==> config.mk <==
export PLATFORM = sky130hd
export DESIGN_NAME = rv_elastic_buffer
export DESIGN_NICKNAME = d
export VERILOG_FILES = /design/src/rtl/rv_pkg.sv /design/src/rtl/rv_ptr_wrap.sv /design/src/rtl/rv_elastic_buffer.sv
export SDC_FILE = /design/constraint.sdc
export NUM_CORES = 1
export LEC_CHECK = 0
export CAP_MARGIN = 0
export CORE_UTILIZATION = 45
export CTS_BUF_LIST = sky130_fd_sc_hd__clkbuf_4 sky130_fd_sc_hd__clkbuf_8 sky130_fd_sc_hd__clkbuf_16
export CTS_CLUSTER_DIAMETER = 50
export DETAILED_ROUTE_END_ITERATION = 7
export PLACE_DENSITY = 0.73
export SYNTH_ARGS = -nofsm -noshare
export SYNTH_HDL_FRONTEND = slang
export SYNTH_SLANG_ARGS = --single-unit
==> constraint.sdc <==
create_clock -name clk -period 2.3 [get_ports clk]
set_input_delay 0.23 -clock clk [delete_from_list [all_inputs] [get_ports clk]]
set_output_delay 0.23 -clock clk [all_outputs]
set_load 0.02 [all_outputs]
==> src/rtl/rv_pkg.sv <==
// ============================================================================
// Module      : rv_pkg
// Description : Shared sizing helpers and parameter legality test for the
//               ready/valid elastic buffer.
// Revision    : 1.0 - initial release
// ============================================================================
`default_nettype none

package rv_pkg;

  function automatic int cnt_w(input int depth);
    return $clog2(depth + 1);
  endfunction

  function automatic int ptr_w(input int depth);
    int w;
    w = $clog2(depth);
    return (w < 1) ? 1 : w;
  endfunction

  function automatic bit params_legal(input int depth, input int afull_thresh);
    return (depth >= 2) && (afull_thresh >= 1) && (afull_thresh <= depth);
  endfunction

endpackage

`default_nettype wire

==> src/rtl/rv_ptr_wrap.sv <==
// ============================================================================
// Module      : rv_ptr_wrap
// Description : Circular index 0..DEPTH-1 with advance enable and synchronous
//               clear; wraps correctly for non-power-of-two depths.
// Revision    : 1.0 - initial release
// ============================================================================
`default_nettype none

module rv_ptr_wrap #(
  parameter int DEPTH = 4,
  parameter int PTR_W = 2
) (
  input  logic             clk,
  input  logic             reset_n,
  input  logic             clear,
  input  logic             adv,
  output logic [PTR_W-1:0] ptr
);

  logic [PTR_W-1:0] ptr_q;
  logic [PTR_W-1:0] ptr_d;

  always_comb begin
    ptr_d = ptr_q;
    if (clear) begin
      ptr_d = '0;
    end else if (adv) begin
      ptr_d = (ptr_q == PTR_W'(DEPTH - 1)) ? '0 : ptr_q + PTR_W'(1);
    end
  end

  always_ff @(posedge clk or negedge reset_n) begin
    if (!reset_n) begin
      ptr_q <= '0;
    end else begin
      ptr_q <= ptr_d;
    end
  end

  assign ptr = ptr_q;

endmodule

`default_nettype wire

==> src/rtl/rv_elastic_buffer.sv <==
// ============================================================================
// Module      : rv_elastic_buffer
// Description : DEPTH-entry ready/valid elastic buffer with registered
//               handshake outputs, occupancy count, almost-full and flush.
// Revision    : 1.0 - initial release
// ============================================================================
`default_nettype none

module rv_elastic_buffer
  import rv_pkg::*;
#(
  parameter int DATA_WIDTH   = 8,
  parameter int DEPTH        = 4,
  parameter int AFULL_THRESH = DEPTH - 1
) (
  input  logic                      clk,
  input  logic                      reset_n,
  input  logic                      flush,
  input  logic                      valid_in,
  input  logic [DATA_WIDTH-1:0]     data_in,
  output logic                      ready_out,
  output logic                      valid_out,
  output logic [DATA_WIDTH-1:0]     data_out,
  input  logic                      ready_in,
  output logic [cnt_w(DEPTH)-1:0]   count,
  output logic                      almost_full
);

  localparam int CNT_W = cnt_w(DEPTH);
  localparam int PTR_W = ptr_w(DEPTH);

  if (!params_legal(DEPTH, AFULL_THRESH)) begin : g_param_check
    $error("rv_elastic_buffer: illegal DEPTH=%0d / AFULL_THRESH=%0d", DEPTH, AFULL_THRESH);
  end

  logic [DATA_WIDTH-1:0] mem_q [DEPTH];
  logic [PTR_W-1:0]      rd_ptr;
  logic [PTR_W-1:0]      wr_ptr;
  logic [CNT_W-1:0]      count_q, count_d;
  logic                  ready_q, ready_d;
  logic                  valid_q, valid_d;
  logic                  afull_q, afull_d;
  logic                  push;
  logic                  pop;

  // Handshake flags are derived from the next count so they are pure flop outputs.
  always_comb begin
    push    = valid_in & ready_q;
    pop     = valid_q & ready_in;
    count_d = count_q;
    if (flush) begin
      count_d = '0;
    end else if (push && !pop) begin
      count_d = count_q + CNT_W'(1);
    end else if (pop && !push) begin
      count_d = count_q - CNT_W'(1);
    end
    ready_d = (count_d < CNT_W'(DEPTH));
    valid_d = (count_d != '0);
    afull_d = (count_d >= CNT_W'(AFULL_THRESH));
  end

  always_ff @(posedge clk or negedge reset_n) begin
    if (!reset_n) begin
      count_q <= '0;
      ready_q <= 1'b0;
      valid_q <= 1'b0;
      afull_q <= 1'b0;
    end else begin
      count_q <= count_d;
      ready_q <= ready_d;
      valid_q <= valid_d;
      afull_q <= afull_d;
    end
  end

  // Storage is deliberately left out of reset; valid_out gates what is visible.
  always_ff @(posedge clk) begin
    if (push && !flush) begin
      mem_q[wr_ptr] <= data_in;
    end
  end

  rv_ptr_wrap #(.DEPTH(DEPTH), .PTR_W(PTR_W)) u_wr_ptr (
    .clk     (clk),
    .reset_n (reset_n),
    .clear   (flush),
    .adv     (push),
    .ptr     (wr_ptr)
  );

  rv_ptr_wrap #(.DEPTH(DEPTH), .PTR_W(PTR_W)) u_rd_ptr (
    .clk     (clk),
    .reset_n (reset_n),
    .clear   (flush),
    .adv     (pop),
    .ptr     (rd_ptr)
  );

  assign ready_out   = ready_q;
  assign valid_out   = valid_q;
  assign count       = count_q;
  assign almost_full = afull_q;
  assign data_out    = valid_q ? mem_q[rd_ptr] : '0;

endmodule

`default_nettype wire

# After elaboration in Yosys (flattened, before gate mapping)
# Memories as Yosys holds them, arrays and structs flattened.
# Index checks and enable logic that the tools add are counted.
[word_totals]
out_inout_bits = 14
n_memories = 1
reg_bits = 10
wordCells = 38
ramBits = 32
inputBits = 13
[mem_list]
columns = ["memory", "words", "width", "read_ports", "rd_clocked_by_memory_dff", "write_ports", "line_no", "source"]
rows = [
  ["mem_q", 4, 8, 1, 0, 1, "rv_elastic_buffer.sv:36", "logic [DATA_WIDTH-1:0] mem_q [DEPTH];"],
]
[op_classes]
reduce_logical = 9
eq_ne = 2
bitwise_logic = 2
mux = 12
addsub = 4
magnitude_cmp = 2
[ops]
columns = ["cell", "count"]
rows = [
  ["2-bit two-way mux", 6],
  ["3-bit two-way mux", 3],
  ["8-bit two-way mux", 1],
  ["2-bit by 1-bit adder with 2-bit output, second input constant", 2],
  ["2-bit equality test, second input constant", 2],
  ["2-bit nonzero test", 2],
  ["3-bit by 1-bit adder with 3-bit output, second input constant", 1],
  ["3-bit by 2-bit greater-or-equal comparator with 1-bit output, second input constant", 1],
  ["1-bit logical AND", 3],
  ["1-bit zero test", 3],
  ["3-bit < comparator, second input constant", 1],
  ["3-bit nonzero test", 1],
  ["3-bit by 1-bit subtractor with 3-bit output, second input constant", 1],
  ["1-bit AND", 2],
  ["1-bit two-way mux", 2],
]

# Longest topological paths before layout
[logic_depth]
ltp_word = 7
mapped_depth = 6
mapped_depth_nobuf = 6

# Modules after synthesis
# Synthesis repeated with hierarchy kept, for this count alone.
[hier_totals]
cells_unflattened = 113
hier_area_um2 = 1850.5
[by_module_without_submodules]
columns = ["module", "cells_each", "area_each_um2", "seq_area_each_um2", "n_inst"]
rows = [
  ["rv_elastic_buffer", 97, 1650.3, 1111.1, 1],
  ["rv_ptr_wrap", 8, 100.1, 50.0, 2],
]

# Worst setup path after synthesis
# OpenSTA, ideal clock, no wires.
[synth_path]
path_type = "reg2reg"
startpoint = "register ready_q (netlist: ready_out)"
endpoint = "memory mem_q[3][0] (enable)"
synth_period_minus_slack_ps = 1747
stages_incl_launch_ff = 3
path_buffers = 0
t_required_ps = 1915
arrival_ps = 1362
setup_ps = 385
slack_ps = 553
cell_sequence = "dfrtp_1 -> nand2_4 -> nor3b_1"
[synth_via]
elab_chain_cells = 4
[synth_lines]
columns = ["item", "line_no", "source"]
rows = [
  ["start, declared", "rv_elastic_buffer.sv:40", "logic ready_q, ready_d;"],
  ["start signal, assigned", "rv_elastic_buffer.sv:71", "ready_q <= ready_d;"],
  ["1-bit AND", "rv_elastic_buffer.sv:48", "push = valid_in & ready_q;"],
  ["1-bit logical AND", "rv_elastic_buffer.sv:79", "if (push && !flush) begin"],
  ["1-bit two-way mux", "rv_elastic_buffer.sv:79", ""],
  ["1-bit two-way mux (implied by the code)", "rv_elastic_buffer.sv:80", "mem_q[wr_ptr] <= data_in;"],
  ["end, declared", "rv_elastic_buffer.sv:36", ""],
]
# No other way between the ends.

# Final worst setup path
[layout_path]
startpoint = "register u_rd_ptr.ptr_q[1] (netlist: u_rd_ptr.ptr[1])"
endpoint = "output port data_out[3]"
[layout_via]
elab_chain_cells = 2
[layout_lines]
columns = ["item", "line_no", "source"]
rows = [
  ["start, declared", "rv_ptr_wrap.sv:20", "logic [PTR_W-1:0] ptr_q;"],
  ["start signal, assigned", "rv_ptr_wrap.sv:36", "ptr_q <= ptr_d;"],
  ["memory 4 x 8 bit", "n/a", ""],
  ["8-bit two-way mux", "rv_elastic_buffer.sv:104", "assign data_out = valid_q ? mem_q[rd_ptr] : '0;"],
  ["end, declared", "rv_elastic_buffer.sv:23", "output logic [DATA_WIDTH-1:0] data_out,"],
]
# No other way between the ends.

==> metrics.cfg <==
[setup_path]
r2r_start = count[0]
critPathCaptureType = primary output
critPathBufInv = 1
critPathKind = flop to primary output
cp-start-kind = flop
r2r_slack_ns = 0.55
r2r_cells = 6
cp_top_family = flip-flops
critPathArrivalTime_ns = 1.94
cp_max_fo = 10
slowest_stage = dfrtp_1
timing.rr.end = almost_full
path_cells = mux4_2 -> and2_1 -> clkdlybuf4s50_1
critPathMaxStageDelay_ns = 0.60
required_ns = 2.07

[detailed_routing]
drt_iter0_markers = 37
vias = 1077
vias_per_cell = 5.358
wl_per_cell_um = 15.78
wl_um = 3171
firstDrtPassIters = 4
drc_errors = 0
ant_nets = 0

[power_and_ir_drop]
power.leakage_nw = 0.8795
p_per_area_mw_per_mm2 = 897.3
peakVddDrop_uv = 460.5

[sta]
max_freq_mhz = 460.5
setup_viol = 0
fin_skew_ns = 0.006296
hold_viol = 0
slew_headroom_pct = 64.28
period_share_pct = 94.42
layout_min_cycle_time_ns = 2.172
tightest_slew_ns = 0.5341
grt_setup_unrepaired = no
drv_slew = 0
tns_ns = 0

[grt]
grtUsageMet3_pct = 5.208
groute.usage.overall_pct = 17.33
antenna_found_initial = 0
grt_max_degree = 16
grt_pass1_wl_um = 5306
use_met1_pct = 20.49
grtUsageMet2_pct = 29.46
grt_overflow_total = 0
grt_pass1_vias = 1108
busiest_layer = met2

[clocking]
clock_path_buffers = 2
clock_sinks = 42
htree_num_levels = 2
cts_tree = built
post-cts-setup-buffers = 0
ctsResizeCount = 0
cts_root_buf = clkbuf_8
insertion_delay_ns = 0.29
clkSlewWorstSetupHoldPaths_ns = 0.08
numCtsBuffers = 5
cts_hold_buf = 0

[min_path]
min_path_type = input pin to async pin

[floorplanning]
fp-row-count = 22
start_util_pct = 48.37
fp.dieW_um = 65.67
dieArea_mm2 = 0.004313
io_pins = 27
core-area_mm2 = 0.003771
die_h_um = 65.67

[logic_synthesis]
synthSimpleGateAreaFrac_pct = 10.63
synth_top_cell_area_share_pct = 52.67
synthTopCellsByArea = edfxtp_1 53%, dfrtp_1 14%, mux4_2 9.9%
synth_mux_area_share_pct = 10.43
ys_ff_latch = 42
syn_avg_cell_area_um2 = 15.73
synth_edf_count = 32
synth.distinct_cells = 29
synthArstFlopShare_pct = 23.81
synth_top_family_by_area = simple AND/OR/NAND/NOR gates
synth_common_cells = 32 x edfxtp_1, 10 x dfrtp_1, 8 x a21oi_1, 8 x and2_1, 8 x mux4_2
synth_fa_ha_area_share_pct = 4.801
synth_xor_area_share_pct = 0.4801
synth_nets = 136
synth.most_common_cell = edfxtp_1
synth_compound_area_share_pct = 5.418
ys_warn_count = 0
synth-main-ff-cell = edfxtp_1
syn_inst = 116
yosysTopAreaCell = edfxtp_1
syn-cell-area_mm2 = 0.001824
yosysSeqAreaShare_pct = 66.39

[final_layout]
antenna_cells = 0
final_area_mm2 = 0.002276
syn2layout_area_growth_pct = 24.76
fillers = 286
drive_above_1_share_pct = 15.69
final_nets = 172

[run]
max-cap-violations = 0

[place]
dp_hpwl_um = 2237
gp_congestion = 0.7244
io_buffers = 26
dpl_cell_area_mm2 = 0.002178

[outcome]
status = completed

[per-layer routing]
| metal | share of wire (%) | up-vias |
|---|---|---|
| li1 | - | 514 |
| met1 | 41 | 529 |
| met2 | 51 | 29 |
| met3 | 5.7 | 5 |
| met4 | 1.5 | 0 |
| met5 | 0 | - |
[worst max path at each step]
stage	cells past startpoint	from	slack (ns)	to
2_1_floorplan	2	ready_out	0.55	mem_q[3][0]
3_3_place_gp	4	u_rd_ptr.ptr[0]	0.36	data_out[7]
3_5_place_dp	4	u_rd_ptr.ptr[0]	0.34	data_out[4]
4_1_cts	4	u_rd_ptr.ptr[0]	0.02	data_out[4]
5_1_grt	3	u_rd_ptr.ptr[1]	0.05	data_out[5]
6_report	3	u_rd_ptr.ptr[1]	0.13	data_out[3]
[registers in the layout, summed over array words and instances (netlist names)]
| register | flops |
|---|---|
| almost_full | 1 |
| count | 3 |
| mem_q | 32 |
| ready_out | 1 |
| u_rd_ptr.ptr | 2 |
| u_wr_ptr.ptr | 2 |
| valid_out | 1 |
[power breakdown]
group          total (mW)  switching, mW  internal [mW]
registers           0.972         0.0858          0.887
clock network       0.452          0.245          0.208
logic               0.617          0.308          0.310
[per-stage QoR]
stage	hold WS (ns)	instances	worst slack (ns)	total power, mW	util (%)
after floorplan	-0.06559	116	0.5528	1.346	-
after global placement	0.5616	193	0.3589	1.597	57.76
after detailed placement	0.5781	193	0.3430	1.617	57.76
after CTS	0.2595	201	0.01887	2.067	60.02
after global routing	0.2881	201	0.05189	2.145	60.35
final	0.2460	201	0.1284	2.042	60.35
[cell families after synthesis]
family / Yosys count
DFF: 42
and+or+nand+nor: 33
AOI/OAI and AO/OA: 16
muxes: 9
buffers and inverters: 8
adders and majority gates: 7
xor gates and xnor gates: 1
[cells in the final DEF (no fill, tap or decap), drive strengths merged, types with 2 or more instances in the layout]
master / instances
clkbuf: 5
nor3: 2
buf: 7
ha: 7
edfxtp: 32
clkinv: 2
dfrtp: 10
nor3b: 4
and2: 8
nand2: 5
clkdlybuf4s50: 21
dlymetal6s2s: 5
nor2: 3
a21oi: 8
a211oi: 2
nand3: 6
inv: 4
o22ai: 2
mux4: 8
[area by class of cell]
cell class              count  area, um2  share of cell area (%)
flip-flops and latches     42       1211                   53.22
clock inverters             3      16.27                  0.7147
repair buffers             33      325.3                   14.29
multi-input cells          66      579.3                   25.45
well taps                  48      60.06                   2.639
clock buffers               5      68.82                   3.024
inverters                   4      15.01                  0.6597
(Power assumes the default switching activity.)
==> patch (same flow settings) <==
`DATA_WIDTH`: 8 -> 9.
--- a/src/rtl/rv_elastic_buffer.sv
+++ b/src/rtl/rv_elastic_buffer.sv
@@ -10,5 +10,5 @@
   import rv_pkg::*;
 #(
-  parameter int DATA_WIDTH   = 8,
+  parameter int DATA_WIDTH   = 9,
   parameter int DEPTH        = 4,
   parameter int AFULL_THRESH = DEPTH - 1
Interface: changed (resized data_in and data_out); port bits go from 27 to 29. The function was not compared with the original's and may differ.
==> patch against the original RTL <==
Wire length increased by 9.0%; synthesized area increased by 8.4%; sequential share of layout area increased by 0.33 points; sequential cell count increased by 4; design area increased by 9.3%; power increased by 13%; combinational power increased by 7.3%; critical path depth increased by 1; worst setup slack improved by 0.11 ns; core utilization increased by 0.12 points; cell count increased by 4.5%; fmax increased by 5.3%; largest cell class unchanged.
==> patch: results (changes against the original RTL) <==
routed via count = 1153 (+7.1%)
vias in the first global route = 1147 (+3.5%)
Worst Max-Slew Pin Slew = 0.492 ns (-0.0416 ns)
reg2reg start = count[0]
Yosys cell types = 30 (+3.4%)
first-pass GRT wire length = 5460 µm (+3.0%)
routability cong. = 0.857 (+18%)
Placement Cell Area = 2350 µm² (+7.8%)
status = complete, no violations
slowest CP cell = mux4_2
GR Layer Usage met1 = 0.209 (+0.00362)
WL per Instance = 16.5 µm (+4.3%)
most frequent cells after synthesis = edfxtp_1, dfrtp_1, and2_1, mux4_2, a21oi_1
DP Wirelength = 2370 µm (+5.8%)
top cells by area, synth = edfxtp_1, dfrtp_1, mux4_2
CP max stage delay = 0.50 ns (-0.10 ns)
GRT Resource Usage Total = 0.169 (-0.00452)
largest net degree at the start of global routing = 17 (+1)
IO Port Bufs = 28 (+7.7%)
CP Max Fanout = 9 (-1)
DP Worst Slack = 0.271 ns (-0.0723 ns)
CP arrival = 1.83 ns (-0.11 ns)
asr flop ratio synth = 0.217 (-0.0207)
Worst VDD drop = 0.000385 V (-16%)
Final Skew = 0.00250 ns (-0.00379 ns)
max reg flops = 36 (+13%)
met2 usage = 0.286 (-0.00910)
synthesized net count = 143 (+5.1%)
==> patch: per-layer routing <==
| metal | wire (µm) | part of all wire | vias to the layer above |
|---|---|---|---|
| met3 | 134 | 0.039 | 5 |
| met4 | 42 | 0.012 | 0 |
| met2 | 1820 | 0.53 | 28 |
| li1 | - | - | 544 |
| met5 | 0 | 0 | - |
| met1 | 1460 | 0.42 | 576 |
==> patch: stage by stage <==
stage	hold slack (ns)	std cells	power [W]
5_1_grt	0.279	210	0.00244
2_1_floorplan	-0.0656	122	0.00146
3_3_place_gp	0.561	201	0.00173
6_report	0.254	210	0.00232
4_1_cts	0.275	210	0.00235
3_5_place_dp	0.594	201	0.00176
==> patch: how the worst max path moves through the flow <==
stage | to | startpoint | slack [ns] | cells after the start
after floorplan | mem_q[3][0] | ready_out | 0.48 | 2
after global placement | data_out[5] | u_rd_ptr.ptr[0] | 0.31 | 4
after detailed placement | data_out[6] | u_rd_ptr.ptr[0] | 0.27 | 4
after CTS | data_out[0] | u_rd_ptr.ptr[0] | 0.009 | 4
after global routing | data_out[6] | u_rd_ptr.ptr[0] | 0.16 | 4
final | data_out[6] | u_rd_ptr.ptr[0] | 0.24 | 4
==> patch: where the power goes <==
part	leakage, nW	total [W]	internal, W	switching [W]
Combinational	0.482	0.000662	0.000332	0.000330
Clock	0.0593	0.000594	0.000349	0.000245
Sequential	0.454	0.00106	0.000970	0.0000911
==> patch: kinds of logic after synthesis <==
group                    Yosys count  synth area share
buffers and inverters              8            0.0196
flip-flops                        46             0.673
AND/OR/NAND/NOR                   34             0.101
multiplexers                      10             0.108
adder cells (fa/ha/maj)            7            0.0443
AO/OA/AOI/OAI                     16            0.0500
XOR/XNOR                           1           0.00443
==> patch: critical path: cells and delay by family, from the launching register on <==
family | cells | cell delay (ns)
simple gates | 1 | 0.17
flops | 1 | 0.40
mux | 1 | 0.50
buf+inv | 2 | 0.47
==> patch: timing repair <==
action	4_1_cts	5_1_grt
resized for setup	1	9
setup buffers	1	0
endpoints found under the setup margin	9	8
==> patch: area by class of cell <==
type                    instances  area (µm²)
clock buffers                   7        83.8
inverters                       4        15.0
well taps                      50        62.6
repair buffers                 34         357
flip-flops and latches         46        1330
fillers                       308        1630
multi-input cells              68         608
clock inverters                 1        30.0
